===== src/rtl/irq_encoder_pkg.sv =====
// Shared types and constants for the edge-triggered interrupt encoder.
package irq_encoder_pkg;
  localparam int NUM_LINES = 16;
  localparam int IDX_W     = 4;

  typedef enum logic {
    IDLE    = 1'b0,
    PRESENT = 1'b1
  } state_t;
endpackage


===== src/rtl/prio_enc16.sv =====
// Combinational highest-set-bit encoder over the request lines.
module prio_enc16
  import irq_encoder_pkg::*;
(
  input  logic [NUM_LINES-1:0] req,
  output logic [IDX_W-1:0]     idx,
  output logic                 any
);

  // Ascending scan: the last set bit visited is the highest index.
  always_comb begin
    idx = '0;
    for (int i = 0; i < NUM_LINES; i++) begin
      if (req[i]) idx = IDX_W'(i);
    end
  end

  assign any = |req;

endmodule


===== src/rtl/irq_encoder.sv =====
// Edge-captured interrupt encoder: latches rising edges as pending requests and
// presents the highest-priority one over a valid/ready handshake.
module irq_encoder
  import irq_encoder_pkg::*;
#(
  parameter int CNT_W = 8
) (
  input  logic                 clk,
  input  logic                 rst,
  input  logic [NUM_LINES-1:0] in,
  input  logic                 enable,
  output logic [IDX_W-1:0]     out,
  output logic                 valid,
  input  logic                 ready,
  output logic                 ovf,
  output logic [CNT_W-1:0]     lost,
  input  logic                 clr_ovf
);

  localparam logic [CNT_W-1:0] LOST_MAX = '1;

  logic [NUM_LINES-1:0] in_d_reg;
  logic [NUM_LINES-1:0] pending_reg, pending_next;
  logic [NUM_LINES-1:0] rise, cap, clr_mask;
  state_t               state_reg, state_next;
  logic [IDX_W-1:0]     out_reg, out_next;
  logic                 ovf_reg, ovf_next;
  logic [CNT_W-1:0]     lost_reg, lost_next;
  logic [IDX_W-1:0]     win_idx;
  logic                 win_any;
  logic                 accept;
  logic                 ov_hit;

  assign accept = (state_reg == PRESENT) && ready;

  // Set beats clear, so an edge on the line being accepted re-arms it.
  genvar gi;
  generate
    for (gi = 0; gi < NUM_LINES; gi++) begin : g_line
      assign rise[gi]         = in[gi] & ~in_d_reg[gi];
      assign cap[gi]          = enable & rise[gi];
      assign clr_mask[gi]     = accept && (out_reg == IDX_W'(gi));
      assign pending_next[gi] = cap[gi] | (pending_reg[gi] & ~clr_mask[gi]);
    end
  endgenerate

  // A line being accepted this cycle is not counted as an overflow.
  assign ov_hit = |(cap & pending_reg & ~clr_mask);

  prio_enc16 u_prio (
    .req (pending_reg),
    .idx (win_idx),
    .any (win_any)
  );

  always_comb begin
    state_next = state_reg;
    out_next   = out_reg;
    case (state_reg)
      IDLE: begin
        if (win_any) begin
          state_next = PRESENT;
          out_next   = win_idx;
        end
      end
      PRESENT: begin
        if (ready) state_next = IDLE;
      end
      default: state_next = IDLE;
    endcase
  end

  always_comb begin
    ovf_next  = ovf_reg;
    lost_next = lost_reg;
    if (clr_ovf) begin
      ovf_next  = ov_hit;
      lost_next = ov_hit ? CNT_W'(1) : '0;
    end else begin
      ovf_next = ovf_reg | ov_hit;
      if (ov_hit && (lost_reg != LOST_MAX)) lost_next = lost_reg + CNT_W'(1);
    end
  end

  always_ff @(posedge clk) begin
    in_d_reg <= in;
    if (rst) begin
      pending_reg <= '0;
      state_reg   <= IDLE;
      out_reg     <= '0;
      ovf_reg     <= 1'b0;
      lost_reg    <= '0;
    end else begin
      pending_reg <= pending_next;
      state_reg   <= state_next;
      out_reg     <= out_next;
      ovf_reg     <= ovf_next;
      lost_reg    <= lost_next;
    end
  end

  assign out   = out_reg;
  assign valid = (state_reg == PRESENT);
  assign ovf   = ovf_reg;
  assign lost  = lost_reg;

endmodule


===== config.mk =====
export PLATFORM = sky130hd
export DESIGN_NAME = irq_encoder
export DESIGN_NICKNAME = d
export VERILOG_FILES = /design/src/rtl/irq_encoder_pkg.sv /design/src/rtl/prio_enc16.sv /design/src/rtl/irq_encoder.sv
export SDC_FILE = /design/constraint.sdc
export NUM_CORES = 1
export LEC_CHECK = 0
export CAP_MARGIN = 5
export CORE_MARGIN = 2
export CORE_UTILIZATION = 45
export DETAILED_ROUTE_END_ITERATION = 8
export GPL_ROUTABILITY_DRIVEN = 0
export HOLD_SLACK_MARGIN = 0.08
export PLACE_DENSITY = 0.69
export SLEW_MARGIN = 0
export SYNTH_ARGS = -nofsm -noshare
export SYNTH_HDL_FRONTEND = slang
export SYNTH_HIERARCHICAL = 1
export SYNTH_SLANG_ARGS = --single-unit

===== constraint.sdc =====
create_clock -name clk -period 2.35 [get_ports clk]
set_input_delay 0.47 -clock clk [delete_from_list [all_inputs] [get_ports clk]]
set_output_delay 0.47 -clock clk [all_outputs]
set_load 0.01 [all_outputs]

# Word-level counts from Yosys, hierarchy flattened
# Cells that the tools add are included.
[word_totals] reg_bits=46 in_bits=21 elab_cells=169
[op_classes] add_sub_neg=1 n_eq_ne=16 muxes=22 bitwise=101 reduce_logical=23
[op_table] op="bitwise AND 1 bit" count=48
[op_table] op="inverter 1 bit" count=33
[op_table] op="bitwise AND 16 bit" count=2
[op_table] op="== test 4 bit, second input constant" count=8
[op_table] op="2-to-1 mux 4 bit" count=8
[op_table] op="OR reduction 16 bit" count=2
[op_table] op="logical AND 1 bit" count=18
[op_table] op="OR 1 bit" count=17
[op_table] op="== test 4 x 3 -> 1 bit, second input constant" count=4
[op_table] op="2-to-1 mux 8 bit" count=2
[op_table] op="inverter 16 bit" count=1
[op_table] op="2-to-1 mux 3 bit" count=4
[op_table] op="adder 8 x 1 -> 8 bit, second input constant" count=1
[op_table] op="== test 4 x 2 -> 1 bit, second input constant" count=2
[op_table] op="inequality test 8 bit, second input constant" count=1
[op_table] op="2-to-1 mux 1 bit" count=5
[op_table] op="== test 4 x 1 -> 1 bit, second input constant" count=1
[op_table] op="logical NOT 4 bit" count=1
[op_table] op="2-to-1 mux 2 bit" count=2
[op_table] op="case mux 1 bit (2 select lines)" count=1
[op_table] op="AND reduction 2 bit" count=1
[op_table] op="nonzero test 2 bit" count=1

# Longest topological paths before layout
[depth] word_depth=15 mapped_depth=10

# Cells and area by module
# Netlist, hierarchy kept.
[modules_own_cells] module="irq_encoder" n_inst=1 cells_each=225 area_per_inst_um2=1943.1 seq_area_each_um2=920.9
[modules_own_cells] module="prio_enc16" n_inst=1 cells_each=28 area_per_inst_um2=170.2 seq_area_each_um2=0.0

# Worst setup path before layout
# No wires, ideal clock.
[synth_timing] path_type="in2reg" start="input port enable" end="register lost_reg[5] (netlist: lost[5])" setup_ps=116 t_arrival_ps=2050 required_time_ps=2234 setup_slack_ps=184 stages=9 cell_sequence="clkbuf_2 > buf_4 > nand3b_1 > a211oi_1 > nor4_1 > and4_1 > buf_6 > or4_1 > o211a_1"
[synth_via] elab_chain_cells=6 elab_cells_between_ends=21
[synth_rtl] item="from (decl)" line_no="irq_encoder.sv:11" text="input logic enable,"
[synth_rtl] item="bitwise AND 1 bit" line_no="irq_encoder.sv:41" text="assign cap[gi] = enable & rise[gi];"
[synth_rtl] item="bitwise AND 16 bit * (2 in series)" line_no="irq_encoder.sv:48" text="assign ov_hit = |(cap & pending_reg & ~clr_mask);"
[synth_rtl] item="OR reduction 16 bit *" line_no="irq_encoder.sv:48"
[synth_rtl] item="logical AND 1 bit *" line_no="irq_encoder.sv:81" text="if (ov_hit && (lost_reg != LOST_MAX)) lost_next = lost_reg + CNT_W'(1);"
[synth_rtl] item="nonzero test 2 bit (no line) *"
[synth_rtl] item="to (signal assigned)" line_no="irq_encoder.sv:98" text="lost_reg <= lost_next;"
[synth_rtl] item="to (decl)" line_no="irq_encoder.sv:28" text="logic [CNT_W-1:0] lost_reg, lost_next;"
# Every way passes the cells marked *; elsewhere a longest branch is shown, timed or not.
# A chain may end at the register's enable or synchronous reset.

# Final worst setup path
# Ends and elaborated chain as after synthesis.

==> impl_metrics.csv <==
group,metric,value,unit
cts,cts_tree,"done",
drt,dr.pass1.iters,4,
yosys,synth_area_per_cell,8.35,um2
setup_path,reg2reg_setup_slack,200,ps
yosys,synth_enable_flop_cells,0,
timing,final_max_tran_viols,0,
setup_path,critical_path.startpoint_type,"input pin",
drt,antenna_left,0,
hold_path,hold_path.startpoint,"ovf",
finish,n_fill_cell,412,
yosys,synth-seq-area-share,43.6,%
placement,detailed_place_hpwl,3.53,mm
pwr,worst_ir_drop_vdd,0.000508,V
die,core.rowCount,24,
timing,period_minus_slack,2270,ps
hold_path,min_path_type,"reg2reg",
grt,grt_antenna_before_repair,0,
timing,finalClockSkew,7.38,ps
timing,unrepaired_setup_endpoints_after_global_routing,"false",
placement,preCtsSetupSlack,-385,ps
finish,synthToLayoutAreaGrowth,28.2,%
grt,global_route.overflow_total,0,
setup_path,critical_path.reg2reg.endpoint,"lost[5]",
drt,drt-wirelength-per-cell,13.8,um
yosys,synth_area,2110,um2
cts,cts_num_sinks,46,
setup_path,rr_startpoint,"out[2]",
timing,setup_viol_count_final,0,
setup_path,timing.critical_path.cells,"clkdlybuf4s50_1, buf_12, nand3b_1, a311oi_2, nor4_1, and4_4, or4_1, o211a_1",
cts,worst_setup_hold_path_clk_slew,90,ps
timing,timing.final.ws_setup,83.9,ps
drt,detailroute.via_count,1929,
flow_run,max_cap_violations,0,
finish,layout.core_utilization,61.0,%
setup_path,r2r.worst_path.cells,6,
die,floorplan.die_area,5260,um2
setup_path,timing.critical_path.to_type,"flop",
timing,maxSlewHeadroom,67.6,%
timing,worst_pin_slew,484,ps
hold_path,hold-path-endpoint,"ovf",
die,die_width,72.5,um
die,core,4440,um2
grt,grt_pass1_vias,1845,
cts,cts_root_buffer,"clkbuf_8",
setup_path,timing.critical_path.slowest_cell_delay,500,ps
die,ios,35,
grt,gr-usage-all-layers,19.5,%
finish,final_layout_size_suffix_gt1_share,12.9,%
drt,drc_errors_left,0,
finish,layout.nets,316,
setup_path,critical_path_class,"in2reg",
pwr,p_leak,0.971,nW
yosys,synth_warnings,6,
yosys,synth_top_flop_cell,"dfxtp_1",
timing,period_share,96.4,%
yosys,netlist_instances,253,
drt,routed_wirelength,4.79,mm
die,die_y,72.5,um
setup_path,cp.arrival,2470,ps
yosys,synthesis.nets,275,
drt,avgViaCountPerCell,5.56,
placement,portBuffers,34,
grt,pin_count_of_the_biggest_net_entering_global_routing,24,
status,result_of_the_run,"complete, no violations",
pwr,total_power,1.72,mW
cts,cts_made_buffers,5,
die,initial_utilization,47.6,%
setup_path,worst-endpoint-required,2550,ps
finish,diodes,0,
timing,max_clock_freq,441,MHz
yosys,synth-seq-cells,46,
setup_path,cp_slowest_cell,"clkdlybuf4s50_1",
setup_path,crit_path_max_fanout,16,
yosys,async_reset_ff_share,0,%
hold_path,worst_hold_path.num_cells,2,
cts,clk-insertion-delay-late,300,ps
cts,htree_num_levels,2,
grt,grt_first_pass_wirelength,8.11,mm
yosys,ys_types,43,
timing,timing_hold_violations_final,0,
pwr,p_per_area,634,nW/um2
cts,clockBufferDepth,2,
drt,first_iter_violations,72,
## final cells by class
type,instances,area (um2),share of cell area [%]
inverter,19,71.3,2.63
clock buffer,7,86.3,3.19
clock inverter,1,5.00,0.185
multi-input combinational,171,1080,39.8
tap,52,65.1,2.40
sequential,46,921,34.0
timing repair buffer,51,483,17.8
## report_power, final
part	total [mW]	internal, mW	switching [mW]
combinational	0.337	0.174	0.162
clock	0.500	0.238	0.262
sequential	0.882	0.826	0.0552
total	1.72	1.24	0.479
## worst max path at each step
stage	from	endpoint	slack [ps]	cells past startpoint
5_1_grt	enable	lost[5]	3	8
4_1_cts	ready	lost[0]	-20	9
3_3_place_gp	ready	lost[5]	-360	7
3_5_place_dp	ready	lost[5]	-390	7
2_1_floorplan	enable	lost[5]	180	9
6_report	enable	lost[5]	80	8
## metrics by stage
stage          std cells  TNS (ps)  hold WS, ps  instance area (um2)
2_1_floorplan        253         0          449                 2110
6_report             347         0          484                 2710
5_1_grt              347         0          520                 2710
3_5_place_dp         338     -2910          475                 2550
4_1_cts              346     -70.6          485                 2660
3_3_place_gp         338     -2630          467                 2550
## cells by family after synthesis
kind of cell	count (synthesis)	synth area share (%)
compound gates	56	17.3
flops	46	43.6
mux	4	1.89
buf+inv	36	7.99
fa+ha+maj	1	0.592
simple gates	110	28.7
## cell usage in the layout (no fill, tap or decap), types with 5 or more instances in the layout
cell type and instances:
dfxtp_1 46, clkdlybuf4s50_1 33, nand2_1 32, a21oi_1 23
inv_1 19, nor2_1 16, nand3b_1 16, buf_4 16
a211oi_1 10, nand3_1 9, clkbuf_8 6, nor4_1 5
## worst max-delay path, delay by kind of cell
family	cells	cell delay [ps]
buffers and inverters	2	650
and+or+nand+nor	4	940
AOI/OAI and AO/OA	2	400
## cells in the mapped netlist, drive strengths merged (3+ instances only)
library cell | number | share of area [%]
a211oi | 12 | 4.3
a21oi | 23 | 5.4
a311oi | 5 | 2.1
and3 | 3 | 0.89
buf | 9 | 3.1
clkbuf | 8 | 1.5
dfxtp | 46 | 44
inv | 19 | 3.4
mux2i | 4 | 1.9
nand2 | 32 | 5.7
nand2b | 3 | 0.89
nand3 | 9 | 2.1
nand3b | 16 | 5.7
nor2 | 17 | 3.0
nor2b | 4 | 1.2
nor4 | 6 | 2.1
o21ai | 4 | 0.95
o31ai | 4 | 1.4
or3 | 4 | 1.2
## routing by layer
metal	vias to the layer above	GRT usage, %	share of wire, %
li1	983	-	-
met5	-	0	0
met2	46	34.1	47
met3	8	4.31	5.5
met1	892	24.1	47
met4	0	5.14	1.3
## what timing repair did
item | CTS | global route
pin swaps | 0 | 3
gates resized for setup | 3 | 11
endpoints found under the setup margin | 6 | 9
hold buffers | 0 | 0
setup buffers | 0 | 1
No activity file was read; power rests on OpenSTA's default activity.
